<file path="src/rtl/fuzzy_mmio_pkg.sv">
// rtl/fuzzy_mmio_pkg.sv - shared constants, state enum and default thresholds for fuzzy_mmio_regs
//
// Purpose: address map, STATUS/CTRL bit positions, sequencer state encoding
//          and the reset-time trapezoid table used by both register banks.
// Ports:   none (package).

package fuzzy_mmio_pkg;

   localparam logic [7:0] ADDR_STATUS = 8'h00;
   localparam logic [7:0] ADDR_CTRL   = 8'h01;
   localparam logic [7:0] ADDR_IRQ_EN = 8'h02;
   localparam logic [7:0] ADDR_RESULT = 8'h03;
   localparam int         XIN_BASE    = 'h08;
   localparam int         THR_BASE    = 'h10;

   localparam int ST_DONE = 0;
   localparam int ST_BUSY = 1;
   localparam int ST_OVR  = 2;
   localparam int ST_TMO  = 3;

   localparam int CT_START    = 0;
   localparam int CT_REG_MODE = 1;
   localparam int CT_DT_MODE  = 2;
   localparam int CT_INIT     = 3;

   typedef enum logic [1:0] {
      S_IDLE   = 2'd0,
      S_COMMIT = 2'd1,
      S_LAUNCH = 2'd2,
      S_BUSY   = 2'd3
   } state_t;

   // Threshold k (a,b,c,d) of membership set set_idx. The table only makes
   // sense for three 8-bit sets; any other shape starts out all-zero.
   function automatic int default_thr(input int n_sets, input int dw,
                                      input int set_idx, input int k);
      int r;
      r = 0;
      if (n_sets == 3 && dw == 8) begin
         case (set_idx * 4 + k)
            0, 1:    r = -128;
            2:       r = -64;
            4:       r = -64;
            7:       r = 64;
            9:       r = 64;
            10, 11:  r = 127;
            default: r = 0;
         endcase
      end
      return r;
   endfunction

endpackage

</file>
<file path="src/rtl/fuzzy_mmio_bank.sv">
// rtl/fuzzy_mmio_bank.sv - shadow/active register pair with single-cycle commit
//
// Purpose: N entries of DW bits. Bus writes land in the shadow copy; commit
//          copies the whole shadow into the active copy in one cycle.
// Ports:   clk, rst      clock, async active-high reset (both copies <- RST_VAL)
//          wr_en/wr_idx/wr_data  shadow entry write
//          commit        shadow -> active copy
//          shadow        shadow contents (bus readback)
//          active        active contents (drives the core)

module fuzzy_mmio_bank
   import fuzzy_mmio_pkg::*;
#(
   parameter int              DW      = 8,
   parameter int              N       = 1,
   parameter int              IW      = 1,
   parameter logic [N*DW-1:0] RST_VAL = '0
) (
   input  logic            clk,
   input  logic            rst,
   input  logic            wr_en,
   input  logic [IW-1:0]   wr_idx,
   input  logic [DW-1:0]   wr_data,
   input  logic            commit,
   output logic [N*DW-1:0] shadow,
   output logic [N*DW-1:0] active
);

   // Commit reads the shadow before this cycle's write lands, so a write
   // coinciding with commit only reaches the active copy on the next commit.
   always_ff @(posedge clk or posedge rst) begin
      if (rst) begin
         shadow <= RST_VAL;
         active <= RST_VAL;
      end else begin
         for (int j = 0; j < N; j++) begin
            if (wr_en && wr_idx == IW'(j))
               shadow[j*DW +: DW] <= wr_data;
         end
         if (commit)
            active <= shadow;
      end
   end

endmodule

</file>
<file path="src/rtl/fuzzy_mmio_regs.sv">
// rtl/fuzzy_mmio_regs.sv - MMIO register file and launch sequencer for a fuzzy inference core
//
// Purpose: byte-addressed register block holding x_in and threshold banks,
//          a START/INIT control register, sticky status flags and the
//          IDLE/COMMIT/LAUNCH/BUSY sequencer that hands a run to the core.
// Ports:   clk, rst                 clock, async active-high reset
//          cs, rd, wr, addr, wdata  bus strobes, byte address, write data
//          rdata                    registered read data (0 when not reading)
//          start, init              one-cycle pulses to the core
//          reg_mode, dt_mode        mode bits
//          x_in, thr                active-bank inputs and thresholds
//          valid, g_in              core result handshake (rising edge) and value
//          irq                      registered interrupt level
// Option:  FUZZY_MMIO_TIMEOUT_EN    adds the BUSY watchdog and the tmo flag

module fuzzy_mmio_regs
   import fuzzy_mmio_pkg::*;
#(
   parameter int DW          = 8,
   parameter int N_IN        = 2,
   parameter int N_SETS      = 3,
   parameter int TIMEOUT_CYC = 1024
) (
   input  logic                       clk,
   input  logic                       rst,
   input  logic                       cs,
   input  logic                       rd,
   input  logic                       wr,
   input  logic [7:0]                 addr,
   input  logic [DW-1:0]              wdata,
   output logic [DW-1:0]              rdata,
   output logic                       start,
   output logic                       init,
   output logic                       reg_mode,
   output logic                       dt_mode,
   output logic [N_IN*DW-1:0]         x_in,
   output logic [N_IN*N_SETS*4*DW-1:0] thr,
   input  logic                       valid,
   input  logic [DW-1:0]              g_in,
   output logic                       irq
);

   localparam int N_THR = N_IN * N_SETS * 4;
   localparam int XIW   = (N_IN  > 1) ? $clog2(N_IN)  : 1;
   localparam int TIW   = (N_THR > 1) ? $clog2(N_THR) : 1;

   function automatic logic [N_THR*DW-1:0] thr_defaults();
      logic [N_THR*DW-1:0] v;
      v = '0;
      for (int j = 0; j < N_THR; j++)
         v[j*DW +: DW] = DW'(default_thr(N_SETS, DW, (j / 4) % N_SETS, j % 4));
      return v;
   endfunction

   localparam logic [N_THR*DW-1:0] THR_DEF = thr_defaults();

   state_t               state, state_d;
   logic                 done_q, ovr_q, tmo_q;
   logic                 done_d, ovr_d, tmo_d;
   logic [2:0]           irq_en_q, irq_en_d;
   logic [DW-1:0]        result_q;
   logic                 valid_q;
   logic                 wr_cyc, rd_cyc, st_wr, ctrl_wr;
   logic                 start_cmd, init_cmd, valid_rise;
   logic                 commit, capture, timeout_hit, busy;
   logic                 xin_we, thr_we;
   logic [XIW-1:0]       xin_idx;
   logic [TIW-1:0]       thr_idx;
   logic [N_IN*DW-1:0]   xin_sh;
   logic [N_THR*DW-1:0]  thr_sh;
   logic [DW-1:0]        rd_val;

   assign wr_cyc     = cs && wr;
   assign rd_cyc     = cs && rd;
   assign st_wr      = wr_cyc && (addr == ADDR_STATUS);
   assign ctrl_wr    = wr_cyc && (addr == ADDR_CTRL);
   // INIT takes precedence over START in the same write.
   assign init_cmd   = ctrl_wr && wdata[CT_INIT];
   assign start_cmd  = ctrl_wr && wdata[CT_START] && !wdata[CT_INIT];
   assign valid_rise = valid && !valid_q;
   assign busy       = (state != S_IDLE);

   always_comb begin
      xin_we  = 1'b0;
      xin_idx = '0;
      thr_we  = 1'b0;
      thr_idx = '0;
      for (int i = 0; i < N_IN; i++) begin
         if (addr == 8'(XIN_BASE + i)) begin
            xin_we  = wr_cyc;
            xin_idx = XIW'(i);
         end
      end
      for (int j = 0; j < N_THR; j++) begin
         if (addr == 8'(THR_BASE + j)) begin
            thr_we  = wr_cyc;
            thr_idx = TIW'(j);
         end
      end
   end

   fuzzy_mmio_bank #(.DW(DW), .N(N_IN), .IW(XIW), .RST_VAL('0)) u_xin_bank (
      .clk     (clk),
      .rst     (rst),
      .wr_en   (xin_we),
      .wr_idx  (xin_idx),
      .wr_data (wdata),
      .commit  (commit),
      .shadow  (xin_sh),
      .active  (x_in)
   );

   fuzzy_mmio_bank #(.DW(DW), .N(N_THR), .IW(TIW), .RST_VAL(THR_DEF)) u_thr_bank (
      .clk     (clk),
      .rst     (rst),
      .wr_en   (thr_we),
      .wr_idx  (thr_idx),
      .wr_data (wdata),
      .commit  (commit),
      .shadow  (thr_sh),
      .active  (thr)
   );

   // Sequencer
   always_ff @(posedge clk or posedge rst) begin
      if (rst) state <= S_IDLE;
      else     state <= state_d;
   end

   always_comb begin
      state_d = state;
      commit  = 1'b0;
      capture = 1'b0;
      start   = 1'b0;
      case (state)
         S_IDLE:   if (start_cmd) state_d = S_COMMIT;
         S_COMMIT: begin
            commit  = !init_cmd;
            state_d = S_LAUNCH;
         end
         S_LAUNCH: begin
            start   = 1'b1;
            state_d = S_BUSY;
         end
         S_BUSY: begin
            if (valid_rise) begin
               capture = !init_cmd;
               state_d = S_IDLE;
            end else if (timeout_hit) begin
               state_d = S_IDLE;
            end
         end
         default: state_d = S_IDLE;
      endcase
      if (init_cmd)
         state_d = S_IDLE;
   end

`ifdef FUZZY_MMIO_TIMEOUT_EN
   localparam int TCW = $clog2(TIMEOUT_CYC + 1);
   logic [TCW-1:0] tmo_cnt;

   // Counts BUSY cycles; cleared in every other state so each run starts at 0.
   always_ff @(posedge clk or posedge rst) begin
      if (rst)                   tmo_cnt <= '0;
      else if (state != S_BUSY)  tmo_cnt <= '0;
      else                       tmo_cnt <= tmo_cnt + 1'b1;
   end

   assign timeout_hit = (state == S_BUSY) && (tmo_cnt == TCW'(TIMEOUT_CYC - 1));

   always_ff @(posedge clk or posedge rst) begin
      if (rst) tmo_q <= 1'b0;
      else     tmo_q <= tmo_d;
   end
`else
   logic unused_tmo;
   assign unused_tmo  = ^TIMEOUT_CYC;
   assign timeout_hit = 1'b0;
   assign tmo_q       = 1'b0;
`endif

   // Sticky flags: W1C first, new events win over a same-cycle clear,
   // INIT overrides both.
   always_comb begin
      done_d   = done_q;
      ovr_d    = ovr_q;
      tmo_d    = tmo_q;
      irq_en_d = irq_en_q;
      if (st_wr) begin
         if (wdata[ST_DONE]) done_d = 1'b0;
         if (wdata[ST_OVR])  ovr_d  = 1'b0;
         if (wdata[ST_TMO])  tmo_d  = 1'b0;
      end
      if (capture)              done_d = 1'b1;
      if (start_cmd && busy)    ovr_d  = 1'b1;
      if (timeout_hit && !valid_rise) tmo_d = 1'b1;
      if (init_cmd) begin
         done_d = 1'b0;
         ovr_d  = 1'b0;
         tmo_d  = 1'b0;
      end
      if (wr_cyc && addr == ADDR_IRQ_EN)
         irq_en_d = wdata[2:0];
   end

   always_comb begin
      rd_val = '0;
      if (addr == ADDR_STATUS) begin
         rd_val[ST_DONE] = done_q;
         rd_val[ST_BUSY] = busy;
         rd_val[ST_OVR]  = ovr_q;
         rd_val[ST_TMO]  = tmo_q;
      end else if (addr == ADDR_CTRL) begin
         rd_val[CT_REG_MODE] = reg_mode;
         rd_val[CT_DT_MODE]  = dt_mode;
      end else if (addr == ADDR_IRQ_EN) begin
         rd_val[2:0] = irq_en_q;
      end else if (addr == ADDR_RESULT) begin
         rd_val = result_q;
      end
      for (int i = 0; i < N_IN; i++)
         if (addr == 8'(XIN_BASE + i)) rd_val = xin_sh[i*DW +: DW];
      for (int j = 0; j < N_THR; j++)
         if (addr == 8'(THR_BASE + j)) rd_val = thr_sh[j*DW +: DW];
   end

   always_ff @(posedge clk or posedge rst) begin
      if (rst) begin
         done_q   <= 1'b0;
         ovr_q    <= 1'b0;
         irq_en_q <= '0;
         result_q <= '0;
         valid_q  <= 1'b0;
         reg_mode <= 1'b1;
         dt_mode  <= 1'b1;
         init     <= 1'b0;
         irq      <= 1'b0;
         rdata    <= '0;
      end else begin
         done_q   <= done_d;
         ovr_q    <= ovr_d;
         irq_en_q <= irq_en_d;
         valid_q  <= valid;
         init     <= init_cmd;
         // Built from next-state flags so irq moves on the same edge as STATUS.
         irq      <= |({tmo_d, ovr_d, done_d} & irq_en_d);
         rdata    <= rd_cyc ? rd_val : '0;
         if (capture)
            result_q <= g_in;
         if (ctrl_wr) begin
            reg_mode <= wdata[CT_REG_MODE];
            dt_mode  <= wdata[CT_DT_MODE];
         end
      end
   end

endmodule

</file>
<file path="config.mk">
export PLATFORM = sky130hd
export DESIGN_NAME = fuzzy_mmio_regs
export DESIGN_NICKNAME = d
export VERILOG_FILES = /design/src/rtl/fuzzy_mmio_pkg.sv /design/src/rtl/fuzzy_mmio_bank.sv /design/src/rtl/fuzzy_mmio_regs.sv
export SDC_FILE = /design/constraint.sdc
export NUM_CORES = 1
export LEC_CHECK = 0
export CAP_MARGIN = 20
export CORE_ASPECT_RATIO = 0.5
export CORE_UTILIZATION = 45
export CTS_CLUSTER_DIAMETER = 50
export DETAILED_ROUTE_END_ITERATION = 6
export PLACE_DENSITY = 0.74
export REMOVE_ABC_BUFFERS = 1
export SETUP_SLACK_MARGIN = 0.05
export SLEW_MARGIN = 40
export SYNTH_ARGS = -nofsm -noshare
export SYNTH_HDL_FRONTEND = slang
export SYNTH_SLANG_ARGS = --single-unit
</file>
<file path="constraint.sdc">
create_clock -name clk -period 17.9 [get_ports clk]
set_input_delay 3.58 -clock clk [delete_from_list [all_inputs] [get_ports clk]]
set_output_delay 3.58 -clock clk [all_outputs]
set_load 0.01 [all_outputs]
</file>
# Yosys cells after proc, flatten, opt, wreduce, memory -nomap -nowiden
# Index checks and enable logic that the tools add are counted.
# W data, S select, Z words.
# op_classes
n_reduce_logical,45
muxes,102
bitwise_logic,2
eq_ne,57
# ops
op,n
$mux W8,28
$eq A8 B5 Y1 const B,16
$mux W5,24
$eq A8 B6 Y1 const B,8
$mux W1,41
$eq A5 B4 Y1 const B,8
$eq A5 B5 Y1 const B,8
$logic_and A1 B1 Y1,36
$eq A5 B3 Y1 const B,4
$eq A8 B2 Y1 const B,2
$eq A8 B4 Y1 const B,2
$eq A5 B2 Y1 const B,2
$eq A8 B1 Y1 const B,1
$logic_not A8 Y1,1
$mux W2,4
$mux W4,2
$pmux W2 S4,1
$mux W3,2
$ne A3 B3 Y1 const B,2
$eq A5 B1 Y1 const B,1
$logic_not A5 Y1,1
$eq A2 B2 Y1 const B,2
$and A2 B3 Y3,1
$logic_not A1 Y1,3
6 further kinds,6
# word_totals
out_inout_bits,221
elab_cells,245
reg_bits,444
input_bits,30

# Logic depth before layout (Yosys ltp)
# Gate-level depths: netlist (run 1).
# depth
word_depth,32
ltp_mapped,10
ltp_nobuf,8

# By module
# A second synthesis (run 1) with hierarchy kept.
# hier_totals
hier_cells,1464
hier_area_um2,19812.8
# by_module_without_submodules
mod,area_each_um2,seq_area_each_um2,cells_each,instances
fuzzy_mmio_bank (u_thr_bank),14507.7,9719.3,850,1
fuzzy_mmio_regs,4052.6,703.2,544,1
fuzzy_mmio_bank (u_xin_bank),1252.5,800.8,70,1

# Worst setup path after synthesis (run 1)
# Ideal clock, no wire load.
# synth_path
path_kind,input-to-reg
from,input port addr[4]
to,register u_thr_bank.active[100]
path_stages,9
slack_ns,12.372
arrival_ns,5.403
required_time_ns,17.775
path_buffers,4
setup_ns,0.125
cell_sequence,or4_1 > buf_2 > nor3_4 > nand2_1 > and2_1 > buf_6 > buf_8 > buf_6 > mux2_4
# synth_via
elab_chain_cells,5
# synth_lines
element,line_no,source
"start, declared",fuzzy_mmio_regs.sv:29,"input logic [7:0] addr,"
$eq A8 B1 Y1,fuzzy_mmio_regs.sv:76,assign ctrl_wr = wr_cyc && (addr == ADDR_CTRL);
$logic_and A1 B1 Y1,fuzzy_mmio_regs.sv:76,
$logic_and A1 B1 Y1,fuzzy_mmio_regs.sv:78,assign init_cmd = ctrl_wr && wdata[CT_INIT];
$logic_not A1 Y1,fuzzy_mmio_regs.sv:138,commit = !init_cmd;
$mux W1,fuzzy_mmio_regs.sv:135,case (state)
"end signal, assigned",fuzzy_mmio_bank.sv:41,active <= shadow;
"end, declared",fuzzy_mmio_bank.sv:26,output logic [N*DW-1:0] active
# Every way passes these cells.
# A chain may end at the register's enable or synchronous reset.

# Worst setup path in the final report (run 1)
# layout_path
from,input port addr[3]
to,register u_thr_bank.active[69]
# The elaborated chain is that of the path after synthesis.

==> results of run 1 <==
[kinds of logic after synthesis]
group                    after synthesis  synth area share, %
AND/OR/NAND/NOR                      223                 5.69
buffers and inverters                101                 2.66
adder cells (fa/ha/maj)                4                0.250
flip-flops                           444                 56.1
AO/OA/AOI/OAI                        216                 7.07
multiplexers                         460                 28.2
[path summary, 6_finish.rpt]
| path | start | end | cells past startpoint |
|---|---|---|---|
| max | addr[3] | u_thr_bank.active[69] | 9 |
| min | u_thr_bank.active[175] | u_thr_bank.active[175] | 1 |
| max reg2reg | state[1] | u_thr_bank.active[69] | 6 |
| min reg2reg | u_thr_bank.active[175] | u_thr_bank.active[175] | 1 |
| max in group asynchronous | rst | u_thr_bank.active[160] | 5 |
| min in group asynchronous | rst | u_thr_bank.active[4] | 2 |
[where the power goes]
part | total, uW | switching, uW | internal, uW | leakage (uW)
registers | 1150 | 58.3 | 1090 | 0.00581
logic | 546 | 265 | 281 | 0.00454
clock network | 929 | 392 | 536 | 0.000693
[metrics by stage]
stage                     setup WS, ps  utilization, %  instance area, um2  hold WS, ps  power, uW
after floorplan                   2100               -               19500          472       1590
after global placement           10410            52.5               22900          490       1700
after detailed placement         10320            52.6               23000          494       1710
after CTS                        10880            55.9               24400          510       2640
after global routing             10710            56.0               24500          521       2720
final                            10880            56.0               24500          507       2620
[per-layer routing]
metal / global-route usage (%) / part of all wire, %
met5: 0 / 0
met4: 7.63 / 2.8
met3: 5.85 / 7.8
met2: 41.3 / 49
met1: 32.5 / 40
[area by class of cell]
class	count	area, um2	area share, %
Multi-Input combinational cell	903	8280	33.9
Clock inverter	13	158	0.644
Sequential cell	444	11200	45.9
Clock buffer	65	1270	5.20
Inverter	12	52.6	0.215
Tap cell	588	736	3.01
Timing Repair Buffer	275	2740	11.2
[flip-flops by register name, indices dropped and copies added (netlist names)]
signal	cells
reg_mode	1
done_q	1
result_q	8
u_thr_bank.active	192
u_xin_bank.active	16
u_xin_bank.shadow	16
ovr_q	1
irq_en_q	3
u_thr_bank.shadow	192
valid_q	1
irq	1
init	1
dt_mode	1
state	2
rdata	8
[cell usage after synthesis (all sizes together), types with 4 or more instances]
library cell / n
ha: 4
a31oi: 5
dfrtp: 354
inv: 11
and3: 4
a211oi: 7
o2bb2ai: 4
dfstp: 90
a21oi: 58
nand3: 17
o221ai: 8
nor2: 66
o21ai: 50
nor2b: 10
a2111oi: 4
or3: 5
buf: 53
nand2b: 10
mux2: 436
nor4: 4
o22ai: 20
mux2i: 21
and2: 7
a22oi: 5
clkbuf: 36
o31ai: 4
a22o: 6
nand2: 62
o32a: 4
nor3: 17
a2bb2oi: 4
o211ai: 6
or2: 4
==> reports/qor.txt, run 1 <==
Yosys cell types -> 71
Final setup viols -> 0
top-area cell type share of the netlist area -> 44.3%
number of synthesized flops with an enable pin -> 0
Synth area leaders -> dfrtp_1 (44%), mux2_2 (18%), dfstp_2 (12%)
htree depth -> 2
RSZ-0062 raised after global routing -> false
initial drt markers -> 1293
hold_buf cts -> 0
Setup Skew -> 11.5 ps
via count -> 13200
Slew HR -> 42.4%
critical path data arrival time -> 7460 ps
Starting Density -> 45.7%
CTS resizes -> 0
Fmax -> 142 MHz
Root Buffer -> clkbuf_16
WL per Instance -> 24.5 um
Worst Hold Class -> flop to flop
Syn Area/Cell -> 13.8 um2
GRT overflow -> 0
CP peak stage delay -> 990 ps
Yosys reg bits -> 444
CP delay by family, top -> buffers and inverters
CP endpoint kind -> flop
RePlAce Congestion -> 0.908
number of fillers in the final layout -> 3490
asr flop ratio synth -> 100%
insertion delay to the later sink of the worst-skew pair -> 560 ps
Core Area -> 0.0437 mm2
die height -> 151 um
# nets final -> 1712
largest net degree at the start of global routing -> 109
critical path's slowest cell -> clkdlybuf4s50_1
max cap viols -> 0
share of layout cells above drive strength 1 -> 38.3%
Synth area leader -> dfrtp_1
Sink Count -> 444
initial antenna violation count -> 0
Core Rows -> 54
Worst EP required -> 18340 ps
Tcrit/Tclk final -> 39.2%
status -> complete, no violations
worst-path cell chain -> clkdlybuf4s50_1 > nor2_1 > nand2_1 > nor3_4 > nand2_1 > and2_4 > buf_12 > buf_16 > mux2_4
Hold Vio Cnt, Final -> 0
Yosys Warn Count -> 0
Final ANT Viol Nets -> 0
Pleak -> 0.0110 uW
maximum buffer depth of the clock tree -> 3
most common cell after layout, fill and taps aside -> dfrtp_1
PwrDens -> 107 mW/mm2
drt total wl -> 56.3 mm
most frequent cells in the layout -> dfrtp_1 (354), mux2_2 (316), clkdlybuf4s50_1 (247)
postcts setup bufs -> 0
Reg2Reg Setup Slack -> 14980 ps
Mapped Area -> 0.0200 mm2
synthesis-to-finish area growth -> 22.4%
crit path launch type -> input pin
die area -> 0.0453 mm2
Clock transition at path regs -> 60 ps
Slew @ Worst Pin -> 860 ps
Via density -> 5.75
dpl hpwl -> 38.5 mm
critical-path maximum fanout -> 81
post-synthesis sequential area ratio -> 56.1%
Die Wd -> 300 um
Post-Route Setup TNS -> 0 ps
Crit Path Category -> input pin to flop
Post-Place Cells -> 2221
port bufs -> 250
cell mode on critical path -> nand2_1
Slew Viols, Final -> 0
Boundary Pins -> 251
final std cells w/o fill -> 2300
DRT Pass-1 Iters -> 5
Num CTS Buffers -> 42
GRT Total Usage -> 24.9%
Cells after Synth -> 1448
first-pass GRT wire length -> 84.8 mm
vias in the first global route -> 13700
CTS tree -> done
top_reg_cell synth -> dfrtp_1
# DRC -> 0
worst path bufs/invs -> 3
Worst VDD drop -> 0.0844 mV
Diodes inserted -> 0
minimum clock period -> 7020 ps
(Power assumes the default switching activity.)
==> inputs of run 2 (changes only) <==
- clock period: 17.9 -> 6.65 ns (I/O delays scaled with it)
==> run 2 against run 1 <==
Compared with the run above:
- worst setup slack got worse by 8400 ps
- cell count is essentially flat
- first-iteration DRC count is 17% higher
- core utilization is 0.072 points lower
- critical path depth decreased by 1
- critical endpoint is now u_thr_bank.active[27]
==> reports/qor.txt, run 2 (synthesis results as in run 1) <==
CP peak stage delay -> 980 ps
critical-path maximum fanout -> 64
combinational share of power -> 21.1%
Fmax -> 242 MHz
RSZ-0062 raised after global routing -> false
most common cell after layout, fill and taps aside -> dfrtp_1
insertion delay to the later sink of the worst-skew pair -> 560 ps
most frequent cells in the layout -> dfrtp_1 (354), mux2_2 (316), clkdlybuf4s50_1 (246)
crit path launch type -> input pin
Crit Path Category -> input pin to flop
DRT Pass-1 Iters -> 6
Slew Viols, Final -> 0
Via density -> 5.84
Seq pwr share -> 44.5%
Slew HR -> 44.0%
switching power total -> 1920 uW
share of layout cells above drive strength 1 -> 38.6%
die area -> 0.0453 mm2
via count -> 13400
Hold Vio Cnt, Final -> 0
critical path's slowest cell -> clkdlybuf4s50_1
max cap viols -> 0
CP endpoint kind -> flop
vias in the first global route -> 13400
worst-path cell chain -> clkdlybuf4s50_1 > nor2_1 > nand2_1 > nor3_4 > nand2_1 > and2_4 > buf_12 > mux2_4
RePlAce Congestion -> 0.942
largest net degree at the start of global routing -> 158
minimum clock period -> 4130 ps
dpl hpwl -> 38.7 mm
GRT overflow -> 0
port bufs -> 250
GRT Total Usage -> 24.6%
Boundary Pins -> 251
Clock transition at path regs -> 60 ps
PwrDens -> 285 mW/mm2
# DRC -> 0
postcts setup bufs -> 0
initial drt markers -> 1509
Core Area -> 0.0437 mm2
Pleak -> 0.0111 uW
htree depth -> 2
Final ANT Viol Nets -> 0
CTS tree -> done
initial antenna violation count -> 1
Sink Count -> 444
hold_buf cts -> 0
synthesis-to-finish area growth -> 22.2%
die height -> 151 um
drt total wl -> 56.4 mm
first-pass GRT wire length -> 83.8 mm
Slew @ Worst Pin -> 837 ps
Root Buffer -> clkbuf_16
Final setup viols -> 0
# nets final -> 1713
Tcrit/Tclk final -> 62.1%
Worst Hold Class -> flop to flop
WL per Instance -> 24.5 um
critical path data arrival time -> 4550 ps
CTS resizes -> 0
Worst VDD drop -> 0.273 mV
clock power share -> 34.4%
Worst EP required -> 7070 ps
number of fillers in the final layout -> 3487
Setup Skew -> 26.8 ps
cell mode on critical path -> nand2_1
largest registers -> u_thr_bank.active x192, u_thr_bank.shadow x192
status -> complete, no violations
hold slack -> 506 ps
total power -> 6960 uW
switch share -> 27.6%
Die Wd -> 300 um
Int Pwr -> 5040 uW
Core Rows -> 54
Starting Density -> 45.7%
maximum buffer depth of the clock tree -> 3
Num CTS Buffers -> 41
run 2: power groups by stage:
| stage | logic, uW | clock network [uW] | registers (uW) |
|---|---|---|---|
| 2_1_floorplan | 1140 | 0 | 3150 |
| 3_3_place_gp | 1440 | 0 | 3140 |
| 3_5_place_dp | 1470 | 0 | 3140 |
| 4_1_cts | 1470 | 2420 | 3100 |
| 5_1_grt | 1560 | 2530 | 3120 |
| 6_report | 1470 | 2390 | 3100 |
run 2: layout make-up:
class	count	area [um2]	share of cell area [%]
inverter	12	52.6	0.215
timing repair buffer	277	2790	11.4
tap	588	736	3.01
clock buffer	58	1200	4.92
antenna	1	2.50	0.0102
multi-input combinational	903	8280	33.9
sequential	444	11200	45.9
clock inverter	18	148	0.604
run 2: final timing paths:
path | start | to | slack (ps) | cells past startpoint
max | addr[3] | u_thr_bank.active[27] | 2520 | 8
min | u_thr_bank.active[115] | u_thr_bank.active[115] | 510 | 1
max reg2reg | u_thr_bank.shadow[18] | rdata[2] | 4330 | 7
min reg2reg | u_thr_bank.active[115] | u_thr_bank.active[115] | 510 | 1
max in group asynchronous | rst | u_thr_bank.shadow[119] | 4130 | 4
min in group asynchronous | rst | u_thr_bank.active[12] | 1260 | 2
run 2: metrics by stage:
stage | TNS [ps] | util [%] | worst slack [ps] | area, um2 | std cells
finish | 0 | 55.9 | 2520 | 24400 | 2301
global route | 0 | 55.9 | 2370 | 24400 | 2301
CTS | 0 | 55.7 | 2530 | 24400 | 2298
floorplan | -3258930 | - | -6900 | 19500 | 1359
global placement | 0 | 52.6 | 2070 | 23000 | 2222
detailed placement | 0 | 52.6 | 1970 | 23000 | 2222
run 2: metal layers:
metal  vias up  global-route usage (%)  part of all wire, %  routed length [um]
met2       590                    41.0                   49               27900
met3       124                    6.47                  8.7                4890
met5         -                   0.866                    0                   0
li1       5735                       -                    -                   -
met1      6985                    31.9                   39               22200
met4         0                    6.28                  2.5                1420
run 2: critical path, delay by kind of cell:
kind | cells | cell delay [ps]
muxes | 1 | 340
and+or+nand+nor | 5 | 1320
buffers and inverters | 2 | 1420
